<file path="src/rtl/mips_pkg.sv">
// Shared MIPS core constants and the fetch-queue entry layout.
package mips_pkg;

  localparam int unsigned XLEN             = 32;
  localparam logic [31:0] RESET_PC_DEFAULT = 32'h0000_0000;

  // instr occupies [63:32], pcplus4 occupies [31:0]
  typedef struct packed {
    logic [XLEN-1:0] instr;
    logic [XLEN-1:0] pcplus4;
  } fetch_entry_t;

endpackage

</file>
<file path="src/rtl/fetchq_fifo.sv">
// Generic DEPTH x W circular FIFO with push/pop/flush; flush overrides push and pop.
module fetchq_fifo #(
  parameter int unsigned DEPTH = 4,
  parameter int unsigned W     = 64
) (
  input  logic                   clk,
  input  logic                   reset,
  input  logic                   push,
  input  logic                   pop,
  input  logic                   flush,
  input  logic [W-1:0]           wdata,
  output logic [W-1:0]           rdata,
  output logic [$clog2(DEPTH):0] count,
  output logic                   empty,
  output logic                   full
);

  localparam int unsigned AW = $clog2(DEPTH);
  localparam int unsigned CW = AW + 1;
  localparam logic [CW-1:0] DEPTH_C = CW'(DEPTH);

  logic [W-1:0]  mem [DEPTH];
  logic [AW-1:0] wptr_q, rptr_q;
  logic [CW-1:0] count_q;

  logic do_push, do_pop;

  assign do_push = push && !flush;
  assign do_pop  = pop && !flush;

  assign rdata = mem[rptr_q];
  assign count = count_q;
  assign empty = (count_q == '0);
  assign full  = (count_q == DEPTH_C);

  always_ff @(posedge clk or negedge reset) begin
    if (!reset) begin
      wptr_q  <= '0;
      rptr_q  <= '0;
      count_q <= '0;
    end else if (flush) begin
      wptr_q  <= '0;
      rptr_q  <= '0;
      count_q <= '0;
    end else begin
      if (do_push) wptr_q <= wptr_q + AW'(1);
      if (do_pop)  rptr_q <= rptr_q + AW'(1);
      unique case ({do_push, do_pop})
        2'b10:   count_q <= count_q + CW'(1);
        2'b01:   count_q <= count_q - CW'(1);
        default: count_q <= count_q;
      endcase
    end
  end

  // Storage is deliberately not reset.
  always_ff @(posedge clk) begin
    if (do_push) mem[wptr_q] <= wdata;
  end

endmodule

</file>
<file path="src/rtl/fetch_queue.sv">
// Instruction prefetch queue: owns the fetch PC, buffers {instr, pc+4} for IF/ID.
// Optional same-cycle bypass of an empty queue is enabled by defining FETCHQ_BYPASS_EN.
module fetch_queue
  import mips_pkg::*;
#(
  parameter int unsigned DEPTH    = 4,
  parameter logic [31:0] RESET_PC = RESET_PC_DEFAULT
) (
  input  logic                   clk,
  input  logic                   reset,
  output logic [XLEN-1:0]        imem_addr,
  output logic                   imem_req,
  input  logic [XLEN-1:0]        imem_instr,
  input  logic                   redirect,
  input  logic [XLEN-1:0]        redirect_pc,
  output logic                   deq_valid,
  input  logic                   deq_ready,
  output logic [XLEN-1:0]        deq_instr,
  output logic [XLEN-1:0]        deq_pcplus4,
  output logic [$clog2(DEPTH):0] count
);

  logic [XLEN-1:0] fpc_q, fpc_plus4;
  fetch_entry_t    new_entry, head_entry, out_entry;
  logic            fifo_push, fifo_pop, fifo_empty, fifo_full, bypass;

  assign fpc_plus4 = fpc_q + 32'd4;
  assign new_entry = '{instr: imem_instr, pcplus4: fpc_plus4};

  assign imem_addr = fpc_q;
  assign imem_req  = !redirect && !fifo_full;

`ifdef FETCHQ_BYPASS_EN
  assign bypass = imem_req && fifo_empty;
`else
  assign bypass = 1'b0;
`endif

  // A bypassed word taken by IF/ID in the same cycle never enters storage.
  assign fifo_push = imem_req && !(bypass && deq_ready);
  assign fifo_pop  = !redirect && !fifo_empty && deq_ready;

  assign deq_valid   = !redirect && (!fifo_empty || bypass);
  assign out_entry   = bypass ? new_entry : head_entry;
  assign deq_instr   = out_entry.instr;
  assign deq_pcplus4 = out_entry.pcplus4;

  always_ff @(posedge clk or negedge reset) begin
    if (!reset) begin
      fpc_q <= RESET_PC;
    end else if (redirect) begin
      fpc_q <= redirect_pc & ~32'h3;
    end else if (imem_req) begin
      fpc_q <= fpc_plus4;
    end
  end

  fetchq_fifo #(
    .DEPTH (DEPTH),
    .W     ($bits(fetch_entry_t))
  ) u_fifo (
    .clk   (clk),
    .reset (reset),
    .push  (fifo_push),
    .pop   (fifo_pop),
    .flush (redirect),
    .wdata (new_entry),
    .rdata (head_entry),
    .count (count),
    .empty (fifo_empty),
    .full  (fifo_full)
  );

endmodule

</file>
<file path="config.mk">
export PLATFORM = sky130hd
export DESIGN_NAME = fetch_queue
export DESIGN_NICKNAME = d
export VERILOG_FILES = /design/src/rtl/mips_pkg.sv /design/src/rtl/fetchq_fifo.sv /design/src/rtl/fetch_queue.sv
export SDC_FILE = /design/constraint.sdc
export NUM_CORES = 1
export LEC_CHECK = 0
export BUFFER_PORTS_ARGS = -buffer_cell sky130_fd_sc_hd__buf_4
export CAP_MARGIN = 30
export CORE_UTILIZATION = 45
export DETAILED_ROUTE_END_ITERATION = 7
export PLACE_DENSITY_LB_ADDON = 0.3
export SLEW_MARGIN = 20
export SYNTH_ARGS = -nofsm -noshare
export SYNTH_HDL_FRONTEND = slang
export SYNTH_SLANG_ARGS = --single-unit
</file>
<file path="constraint.sdc">
create_clock -name clk -period 9.34 [get_ports clk]
set_input_delay 2.802 -clock clk [delete_from_list [all_inputs] [get_ports clk]]
set_output_delay 2.802 -clock clk [all_outputs]
set_load 0.02 [all_outputs]
</file>
## After elaboration in Yosys (flattened, before gate mapping)

Memory sizes are Yosys's and may differ from the RTL's.
Index checks and enable logic that the tools add are counted.

| word-level totals | value |
|---|---|
| register bits after elaboration | 39 |
| bits in writable memories | 256 |
| bits of input ports | 68 |
| output and inout bits | 101 |
| logic and storage cells | 36 |
| memories kept | 1 |

| operators by class | value |
|---|---|
| add/sub/neg operators | 5 |
| equal/unequal tests | 3 |
| multiplexer cells | 10 |
| reductions and logical operators | 13 |

Memories:

| memory | words | width | read ports | clocked after memory_dff | write ports | line | text |
|---|---|---|---|---|---|---|---|
| u_fifo.mem | 4 | 64 | 1 | 0 | 1 | fetchq_fifo.sv:22 | `logic [W-1:0] mem [DEPTH];` |

Operator list:

| cell | count |
|---|---|
| 32-bit 2-to-1 mux | 2 |
| 32-bit by 3-bit adder with 32-bit output (second input constant) | 1 |
| 2-bit 2-to-1 mux | 4 |
| 3-bit case mux with 2 select lines | 1 |
| 2-bit nonzero test | 3 |
| 1-bit logical AND | 5 |
| 2-bit by 1-bit adder with 2-bit output (second input constant) | 2 |
| 3-bit by 1-bit adder with 3-bit output (second input constant) | 1 |
| 3-bit == test (second input constant) | 1 |
| 1-bit zero test | 3 |
| 3-bit zero test | 1 |
| 3-bit 2-to-1 mux | 1 |
| 3-bit nonzero test | 1 |
| 3-bit by 1-bit subtractor with 3-bit output (second input constant) | 1 |
| 2-bit by 1-bit == test with 1-bit output (second input constant) | 1 |
| 2-bit == test (second input constant) | 1 |
| 1-bit 2-to-1 mux | 2 |

## Depth between registers and ports, before layout

Gate-level depths: netlist of run 1.

| logic depth | value |
|---|---|
| depth after elaboration | 8 |
| mapped depth | 8 |
| mapped depth without buffers | 6 |

## Cells and area by module

A second synthesis of run 1 with hierarchy kept.

| unflattened totals | value |
|---|---|
| cells, all modules | 639 |
| area total of the unflattened synthesis | 11946.5 um2 |

By module, submodules not included:

| module | instances | cells each | area an instance (um2) | sequential area each (um2) |
|---|---|---|---|---|
| fetchq_fifo | 1 | 377 | 9670.5 | 7862.5 |
| fetch_queue | 1 | 262 | 2275.9 | 750.7 |

## Worst setup path after synthesis of run 1

No wires, ideal clock.

| path | value |
|---|---|
| kind | in2out |
| from | input redirect |
| to | output deq_valid |
| arrival | 3.499 ns |
| required time | 6.538 ns |
| path slack | 3.039 ns |
| cell stages on the path | 3 |
| buffers on the path | 2 |
| cells stage by stage | clkbuf_1 -> buf_1 -> nor2_1 |

| between the ends | value |
|---|---|
| word-level cells in the longest chain between the ends | 2 |

RTL lines:

| element | line | text |
|---|---|---|
| from (decl) | fetch_queue.sv:14 | `input logic redirect,` |
| 1-bit zero test | fetch_queue.sv:43 | `assign deq_valid = !redirect && (!fifo_empty \|\| bypass);` |
| 1-bit logical AND | fetch_queue.sv:43 |  |
| to (decl) | fetch_queue.sv:16 | `output logic deq_valid,` |

Every way passes these cells.

## Worst setup path after layout of run 1

| path | value |
|---|---|
| from | input redirect |
| to | output imem_req |

| between the ends | value |
|---|---|
| word-level cells in the longest chain between the ends | 2 |

RTL lines:

| element | line | text |
|---|---|---|
| 1-bit zero test | fetch_queue.sv:31 | `assign imem_req = !redirect && !fifo_full;` |
| 1-bit logical AND | fetch_queue.sv:31 |  |
| to (decl) | fetch_queue.sv:12 | `output logic imem_req,` |

Every way passes these cells.

==> impl_metrics.json, run 1 <==
{
  "status": "finished clean",
  "wire_per_inst_um": 20.43,
  "first_iter_violations": 392,
  "clock-sinks": 285,
  "r2r-start": "imem_addr[2]",
  "antenna_found_initial": 0,
  "slowest_stage": "buf_4",
  "yosys.area.top_type": "edfxtp_1",
  "synthMuxAreaShare": 0.1221,
  "hold_viol": 0,
  "rows": 58,
  "routabilityCongestion": 0.7947,
  "synth-edff-count": 248,
  "synth_top_family_by_area": "multiplexers",
  "cts_setup_buffers": 0,
  "drc": 0,
  "synth_compound_area_frac": 0.01978,
  "ys.flop_type": "edfxtp_1",
  "holdWs_ns": 0.5725,
  "worstPathCellList": "buf_4 > nor2_1 > buf_4",
  "crit_arrival_ns": 3.73,
  "fp.coreArea_um2": 25110,
  "ant_nets": 0,
  "start_util": 0.4586,
  "fin_util": 0.5623,
  "worst_pin_slew_ns": 0.7659,
  "multi_input_area_um2": 2949,
  "synth_area_um2": 11510,
  "power_mw": 3.214,
  "path_max_fanout": 66,
  "cts_buffers": 29,
  "grt_pass1_wl_mm": 36.14,
  "post-place-ws_ns": 2.803,
  "slew_viol_final": 0,
  "p_per_area_nw_per_um2": 227.6,
  "hpwl_mm": 14.79,
  "postLayoutCellArea_um2": 14120,
  "fill_cells": 1959,
  "placed_area_um2": 13120,
  "total_leakage_power_nw": 4.953,
  "tns_ns": 0,
  "routed_via_density": 5.380,
  "slowest_delay_ns": 0.48,
  "ys_seq_area_frac": 0.7272,
  "synth_area_leaders": "edfxtp_1, mux4_2, dfrtp_1",
  "die_area_um2": 26230,
  "cts_root_buffer": "clkbuf_16",
  "cts_tree": "done",
  "fmax_mhz": 153.0,
  "firstDrtPassIters": 7,
  "synth_fa_ha_area_frac": 0.007172,
  "fin_crit_sh": 0.6999,
  "track_usage": 0.1816,
  "vias": 6219,
  "skew_ns": 0.01454,
  "maxCapViolCount": 0,
  "setup_viol": 0,
  "insertion_delay_ns": 0.53,
  "ctsResizeCount": 0,
  "synth_xor_area_frac": 0.04336,
  "slew_headroom": 0.4894,
  "regToRegSetupSlack_ns": 6.74,
  "seq_area_um2": 8378,
  "fin_ws_ns": 2.803,
  "yosys.area.top_type_share": 0.6467,
  "post-place-cells": 1103,
  "worst-endpoint-required_ns": 6.54,
  "cp-start-kind": "input pin",
  "postCtsHoldBufs": 0,
  "grt_max_degree": 67,
  "min_period_ns": 6.537,
  "finalNetCount": 879,
  "h-tree-depth": 1,
  "hp-start": "u_fifo.wptr_q[1]",
  "hold_path.class": "reg2reg",
  "routed_wl_mm": 23.62,
  "grt_overflow": 0,
  "async_flop_share": 0.1298,
  "ir_drop_mv": 0.1562,
  "drive_gt1_frac": 0.3475,
  "path_class": "in2out",
  "yosysWarnings": 0,
  "die_h_um": 162.0,
  "ys_types": 39,
  "crit_path_frequent_cell": "buf_4",
  "synth-simple-area-share": 0.06107,
  "end_kind": "primary output",
  "cts.clk_slew.worst_paths_ns": 0.06,
  "first_global_vias": 6357,
  "startpoint": "redirect",
  "rsz0062_at_grt": "no",
  "syn_area_per_cell_um2": 17.96,
  "ys_seq_elements": 285,
  "clockBufferDepth": 3,
  "die_x_um": 162.0,
  "netlist_instances": 641,
  "n_antenna_cell": 0,
  "io_pins": 169,
  "portBuffers": 162,
  "syn2layout_area_growth_pct": 22.62,
  "layoutNonFillerInstCount": 1156
}
-- routing by layer --
| metal | global-route usage | vias to the layer above | part of all wire |
|---|---|---|---|
| li1 | - | 2811 | - |
| met1 | 0.2411 | 3164 | 0.42 |
| met3 | 0.04622 | 29 | 0.080 |
| met4 | 0.03731 | 0 | 0.012 |
| met5 | 0 | - | 0 |
| met2 | 0.3037 | 215 | 0.49 |
-- placed cells by master, fill, tap and decap left out, drive strengths merged, types with 5 or more instances in the layout --
master,n
a21oi,6
nor4,6
xnor2,36
dfrtp,37
buf,170
mux4,62
clkbuf,33
nand4,11
bufinv,6
and3,8
xor2,21
nor3,8
inv,7
nand3,12
nor2,27
ha,5
and2,6
o21ai,30
edfxtp,248
nand2,50
clkinv,12
-- synth_stat cells (3+ instances only) --
| cell | count |
|---|---|
| a21oi_1 | 6 |
| buf_4 | 6 |
| nand4_1 | 10 |
| inv_1 | 7 |
| clkbuf_1 | 19 |
| and4_1 | 3 |
| mux4_2 | 62 |
| nor2_1 | 27 |
| nand3_1 | 11 |
| edfxtp_1 | 248 |
| nor3_1 | 8 |
| nand2_1 | 50 |
| o21ai_0 | 30 |
| and2_1 | 6 |
| buf_1 | 4 |
| xor2_1 | 21 |
| and3_1 | 8 |
| buf_2 | 10 |
| dfrtp_1 | 37 |
| xnor2_1 | 36 |
| ha_1 | 5 |
| nor4_1 | 6 |
-- kinds of logic after synthesis --
family          after synthesis
flops                       285
fa+ha+maj                     6
compound gates               42
buf+inv                      47
other cells                   1
mux                          63
simple gates                140
xor+xnor                     57
-- final timing paths --
path | cells past startpoint | endpoint
max | 3 | imem_req
min | 2 | u_fifo.wptr_q[1]
max reg2reg | 6 | u_fifo.mem[1][30]
min reg2reg | 2 | u_fifo.wptr_q[1]
max in group asynchronous | 1 | u_fifo.rptr_q[0]
min in group asynchronous | 1 | imem_addr[21]
-- report_power, final --
group,total [mW],switching [mW],internal (mW)
sequential,1.54,0.0537,1.49
combinational,0.485,0.265,0.221
clock,1.19,0.455,0.731
total,3.21,0.773,2.44
-- area by class of cell --
cell class | instances | area share
inverter | 7 | 0.001861
multi-input combinational | 312 | 0.2089
timing repair buffer | 170 | 0.09694
clock buffer | 33 | 0.05246
sequential | 285 | 0.5934
clock inverter | 19 | 0.01728
tap | 330 | 0.02924
-- registers in the layout, summed over array words and instances (netlist names) --
| register | flops |
|---|---|
| u_fifo.count | 3 |
| u_fifo.rptr_q | 2 |
| u_fifo.mem | 248 |
| u_fifo.wptr_q | 2 |
| imem_addr | 30 |
-- worst max-delay path: cells and delay by family --
kind	cells	cell delay, ns
buffers and inverters	2	0.70
and+or+nand+nor	1	0.22
Power figures use the tool's default switching activity.
==> inputs of run 2 (changes only) <==
==> constraint.sdc (replaced) <==
create_clock -name clk -period 6.1 [get_ports clk]
set_input_delay 1.83 -clock clk [delete_from_list [all_inputs] [get_ports clk]]
set_output_delay 1.83 -clock clk [all_outputs]
set_load 0.02 [all_outputs]
==> run 2 against run 1 <==
  * Critical path depth unchanged
  * Die area unchanged
  * Register-to-register slack got worse by 3.2 ns
  * Non-clock buffer count increased by 2
  * Hold slack improved by 0.019 ns
  * Clock power increased by 44%
  * Final area decreased by 0.16%
  * First-iteration DRC count increased by 17%
  * Via count increased by 1.1%
  * Core utilization decreased by 0.090 points
==> impl_metrics.json, run 2 (synthesized netlist as in run 1, its figures left out) <==
{
  "status": "finished clean",
  "routed_via_density": 5.410,
  "slew_headroom": 0.5647,
  "layoutNonFillerInstCount": 1162,
  "cts.clk_slew.worst_paths_ns": 0.06,
  "fp.coreArea_um2": 25110,
  "vias": 6286,
  "final_common_cell": "edfxtp_1",
  "tns_ns": 0,
  "clockBufferDepth": 3,
  "p_per_area_nw_per_um2": 342.2,
  "slowest_stage": "dfrtp_2",
  "grt_overflow": 0,
  "h-tree-depth": 1,
  "fin_crit_sh": 0.7295,
  "crit_path_frequent_cell": "buf_4",
  "rsz0062_at_grt": "no",
  "wire_per_inst_um": 20.50,
  "cts_setup_buffers": 0,
  "grt_max_degree": 65,
  "path_max_fanout": 42,
  "syn2layout_area_growth_pct": 22.43,
  "insertion_delay_ns": 0.55,
  "portBuffers": 162,
  "drive_gt1_frac": 0.3450,
  "fmax_mhz": 224.7,
  "first_iter_violations": 457,
  "pwr-share-comb": 0.155,
  "start_util": 0.4586,
  "min_period_ns": 4.450,
  "io_pins": 169,
  "hold_viol": 0,
  "hold_path.class": "reg2reg",
  "routabilityCongestion": 0.7830,
  "end_kind": "primary output",
  "post-place-cells": 1102,
  "ir_drop_mv": 0.2237,
  "crit_buf_inv": 2,
  "critical_path_depth": 3,
  "worst-endpoint-required_ns": 4.27,
  "postLayoutCellArea_um2": 14100,
  "die_area_um2": 26230,
  "cts_root_buffer": "clkbuf_16",
  "clock-sinks": 285,
  "sw_frac_of_total": 0.2459,
  "grt_pass1_wl_mm": 36.96,
  "slowest_delay_ns": 0.77,
  "rr_worst_depth": 6,
  "skew_ns": 0.01143,
  "drc": 0,
  "p_int_mw": 3.638,
  "cp-start-kind": "flop",
  "hpwl_mm": 14.83,
  "n_antenna_cell": 0,
  "ctsResizeCount": 0,
  "rows": 58,
  "cpLargestDelayFamily": "buffers and inverters",
  "path_class": "reg2out",
  "track_usage": 0.1853,
  "cts_tree": "done",
  "die_x_um": 162.0,
  "worst_pin_slew_ns": 0.6530,
  "power_frac_seq": 0.490,
  "maxCapViolCount": 0,
  "worstPathCellList": "buf_4 > mux4_2 > buf_4",
  "hold_depth": 2,
  "firstDrtPassIters": 7,
  "p_clk_frac": 0.354,
  "postCtsHoldBufs": 0,
  "largest_reg_flops": 248,
  "ant_nets": 0,
  "layout_common_cells": "edfxtp_1, buf_4, mux4_2",
  "antenna_found_initial": 0,
  "slew_viol_final": 0,
  "placed_area_um2": 13050,
  "p_switching_mw": 1.186,
  "finalNetCount": 882,
  "setup_viol": 0,
  "crit_arrival_ns": 2.62,
  "regMostFlops": "u_fifo.mem",
  "routed_wl_mm": 23.83,
  "cts_buffers": 30,
  "total_leakage_power_nw": 4.943,
  "first_global_vias": 6624,
  "die_h_um": 162.0
}
==> run 2: routing by layer <==
metal / vias to the layer above / track usage / wire length, um
met2: 243 / 0.2995 / 11320
met4: 0 / 0.05403 / 488
met5: - / 0 / 0
met1: 3176 / 0.2500 / 10180
met3: 45 / 0.04571 / 1837
li1: 2822 / - / -
==> run 2: final timing paths <==
kind | start | endpoint | slack, ns
worst max-delay path | u_fifo.rptr_q[1] | deq_pcplus4[21] | 1.65
worst min-delay path | u_fifo.wptr_q[1] | u_fifo.wptr_q[1] | 0.59
worst max register to register | imem_addr[2] | u_fifo.mem[0][20] | 3.53
worst min register to register | u_fifo.wptr_q[1] | u_fifo.wptr_q[1] | 0.59
max in group asynchronous | reset | u_fifo.rptr_q[0] | 4.43
min in group asynchronous | reset | imem_addr[17] | 1.26
==> run 2: area by class of cell <==
type	instances	area, um2
fill	2033	11010
clock inverter	14	90.09
sequential	285	8378
clock buffer	42	857.1
timing repair buffer	172	1384
tap	330	412.9
multi-input combinational	312	2949
inverter	7	26.28
==> run 2: worst register-to-register path, cell delays in order, from the launching register on <==
cell     delay, ns
dfrtp_1       0.43
ha_1          0.26
and3_1        0.31
nand4_1       0.41
nor2_1        0.49
nand2_1       0.12
xnor2_1       0.31
==> run 2: metrics by stage <==
step / total power [mW] / hold slack [ns] / util / worst slack (ns)
after floorplan: 2.832 / 0.5381 / - / 1.722
after global placement: 3.125 / 0.5534 / 0.5185 / 1.831
after detailed placement: 3.160 / 0.5822 / 0.5196 / 1.797
after CTS: 4.874 / 0.5896 / 0.5574 / 1.632
after global routing: 5.018 / 0.6095 / 0.5614 / 1.551
final: 4.825 / 0.5920 / 0.5614 / 1.650
==> run 2: power by group through the flow <==
| stage | clock network (mW) | registers, mW | logic, mW |
|---|---|---|---|
| 3_3_place_gp | 0 | 2.42 | 0.709 |
| 4_1_cts | 1.75 | 2.37 | 0.752 |
| 3_5_place_dp | 0 | 2.41 | 0.749 |
| 5_1_grt | 1.83 | 2.38 | 0.803 |
| 6_report | 1.71 | 2.37 | 0.749 |
| 2_1_floorplan | 0 | 2.39 | 0.437 |
==> inputs of run 3 (changes only) <==
--- a/config.mk
+++ b/config.mk
@@ -5,6 +5,7 @@
 export SDC_FILE = /design/constraint.sdc
 export NUM_CORES = 1
 export LEC_CHECK = 0
+export ABC_AREA = 1
 export BUFFER_PORTS_ARGS = -buffer_cell sky130_fd_sc_hd__buf_4
 export CAP_MARGIN = 30
 export CORE_UTILIZATION = 45
==> constraint.sdc (replaced) <==
create_clock -name clk -period 4.19 [get_ports clk]
set_input_delay 1.257 -clock clk [delete_from_list [all_inputs] [get_ports clk]]
set_output_delay 1.257 -clock clk [all_outputs]
set_load 0.02 [all_outputs]
==> run 3 against run 2 <==
  * Setup slack worse by 0.99 ns
  * Register-to-register slack worse by 1.4 ns
  * Synthesized cell count up 61%
  * Critical endpoint is now deq_pcplus4[14]
  * Largest power group unchanged
==> impl_metrics.json, run 3 <==
{
  "status": "finished clean",
  "die_area_um2": 27220,
  "rows": 59,
  "insertion_delay_ns": 0.53,
  "ant_nets": 0,
  "holdWs_ns": 0.5618,
  "h-tree-depth": 1,
  "yosys.area.top_type_share": 0.6229,
  "hold_path.class": "reg2reg",
  "die_h_um": 165.0,
  "ys_seq_elements": 285,
  "path_max_fanout": 55,
  "worst-endpoint-required_ns": 2.93,
  "cts_buffers": 29,
  "worst_pin_slew_ns": 0.7332,
  "cts.clk_slew.worst_paths_ns": 0.06,
  "synthTopCellsByCount": "edfxtp_1, nand2_1, nor2_1",
  "hold_viol": 0,
  "total_leakage_power_nw": 5.580,
  "track_usage": 0.1969,
  "firstDrtPassIters": 6,
  "clockBufferDepth": 3,
  "synth_xor_area_frac": 0.01476,
  "synth_top_family_by_area": "simple AND/OR/NAND/NOR gates",
  "die_x_um": 165.0,
  "cts_tree": "done",
  "finalNetCount": 1265,
  "synthMostInstantiatedCell": "edfxtp_1",
  "netlist_instances": 1033,
  "yosysWarnings": 0,
  "rsz0062_at_grt": "no",
  "synth_fa_ha_area_frac": 0.006907,
  "ys_seq_area_frac": 0.7004,
  "power_mw": 8.769,
  "largest_reg_flops": 248,
  "post-place-cells": 1495,
  "regMostFlops": "u_fifo.mem",
  "wl_met1_mm": 11.82,
  "ir_drop_mv": 0.3592,
  "drive_gt1_frac": 0.2137,
  "crit_arrival_ns": 2.27,
  "wire_per_inst_um": 17.31,
  "drc": 0,
  "n_antenna_cell": 0,
  "cts_setup_buffers": 0,
  "first_iter_violations": 589,
  "min_period_ns": 3.528,
  "fmax_mhz": 283.5,
  "end_kind": "primary output",
  "start_util": 0.4588,
  "grt_pass1_wl_mm": 40.82,
  "synth-simple-area-share": 0.1390,
  "synth_compound_area_frac": 0.09953,
  "synth-edff-count": 248,
  "tns_ns": 0,
  "cts_root_buffer": "clkbuf_16",
  "skew_ns": 0.005320,
  "met3RoutedLength_mm": 1.947,
  "synth_area_leaders": "edfxtp_1, dfrtp_1, o21ai_0",
  "ys_types": 33,
  "fp.coreArea_um2": 26060,
  "routabilityCongestion": 0.8971,
  "io_pins": 169,
  "syn2layout_area_growth_pct": 21.13,
  "layout_common_cells": "edfxtp_1, nand2_1, buf_4",
  "grt_max_degree": 66,
  "routed_wl_mm": 26.79,
  "slew_headroom": 0.5112,
  "maxCapViolCount": 0,
  "synthMuxAreaShare": 0,
  "postCtsHoldBufs": 0,
  "top_layer_used": "met4",
  "p_per_area_nw_per_um2": 605.5,
  "fin_crit_sh": 0.8420,
  "ys.flop_type": "edfxtp_1",
  "grt_overflow": 0,
  "ctsResizeCount": 0,
  "slew_viol_final": 0,
  "path_class": "reg2out",
  "portBuffers": 162,
  "hpwl_mm": 16.78,
  "final_common_cell": "edfxtp_1",
  "async_flop_share": 0.1298,
  "yosys.area.top_type": "edfxtp_1",
  "vias": 8004,
  "layoutNonFillerInstCount": 1547,
  "first_global_vias": 7649,
  "synth_area_um2": 11960,
  "setup_viol": 0,
  "dr_wl_met2_mm": 12.56,
  "clock-sinks": 285,
  "cp-start-kind": "flop",
  "syn_area_per_cell_um2": 11.57,
  "routed_via_density": 5.174,
  "antenna_found_initial": 0
}
==> run 3: area by class of cell <==
| cell class | count | area (um2) |
|---|---|---|
| repair buffers | 178 | 1386 |
| multi-input cells | 637 | 3156 |
| clock inverters | 11 | 115.1 |
| flip-flops and latches | 285 | 8378 |
| well taps | 335 | 419.2 |
| clock buffers | 41 | 800.8 |
| fillers | 2189 | 11580 |
| inverters | 60 | 226.5 |
==> run 3: path summary, 6_finish.rpt <==
kind / from / endpoint / slack, ns / cells past startpoint
hold / removal: u_fifo.wptr_q[0] / u_fifo.wptr_q[0] / 0.56 / 1
setup reg to reg: u_fifo.count[1] / u_fifo.mem[2][37] / 2.14 / 6
hold reg to reg: u_fifo.wptr_q[0] / u_fifo.wptr_q[0] / 0.56 / 1
max in group asynchronous: reset / u_fifo.rptr_q[0] / 3.11 / 1
min in group asynchronous: reset / imem_addr[31] / 0.69 / 1
setup / recovery: u_fifo.rptr_q[0] / deq_pcplus4[14] / 0.66 / 4
==> run 3: metrics by stage <==
stage / area (um2) / util / setup slack, ns
floorplan: 11970 / - / -0.5145
global placement: 13570 / 0.5206 / 0.8666
detailed placement: 13570 / 0.5206 / 0.8609
CTS: 14480 / 0.5557 / 0.6350
global route: 14480 / 0.5557 / 0.5169
finish: 14480 / 0.5557 / 0.6621
==> run 3: power by group <==
part | internal, mW | total [mW] | switching, mW
Combinational | 0.874 | 2.56 | 1.69
Sequential | 3.56 | 3.75 | 0.186
Clock | 1.45 | 2.46 | 1.01
==> run 3: logic make-up after synthesis <==
family / Yosys count
buffers and inverters: 114
adders and majority gates: 6
and+or+nand+nor: 396
DFF: 285
other: 1
xor gates and xnor gates: 15
AOI/OAI and AO/OA: 216
==> run 3: worst max-delay path, stage by stage, from the launching register on <==
cell     delay [ns]
dfrtp_4        0.51
buf_4          0.49
o21ai_0        0.18
o22ai_1        0.33
buf_4          0.21
==> run 3: layer usage <==
metal	vias to the layer above	GRT usage
met4	0	0.04212
met3	43	0.03415
met5	-	0
met1	3772	0.2682
met2	282	0.3302
li1	3907	-
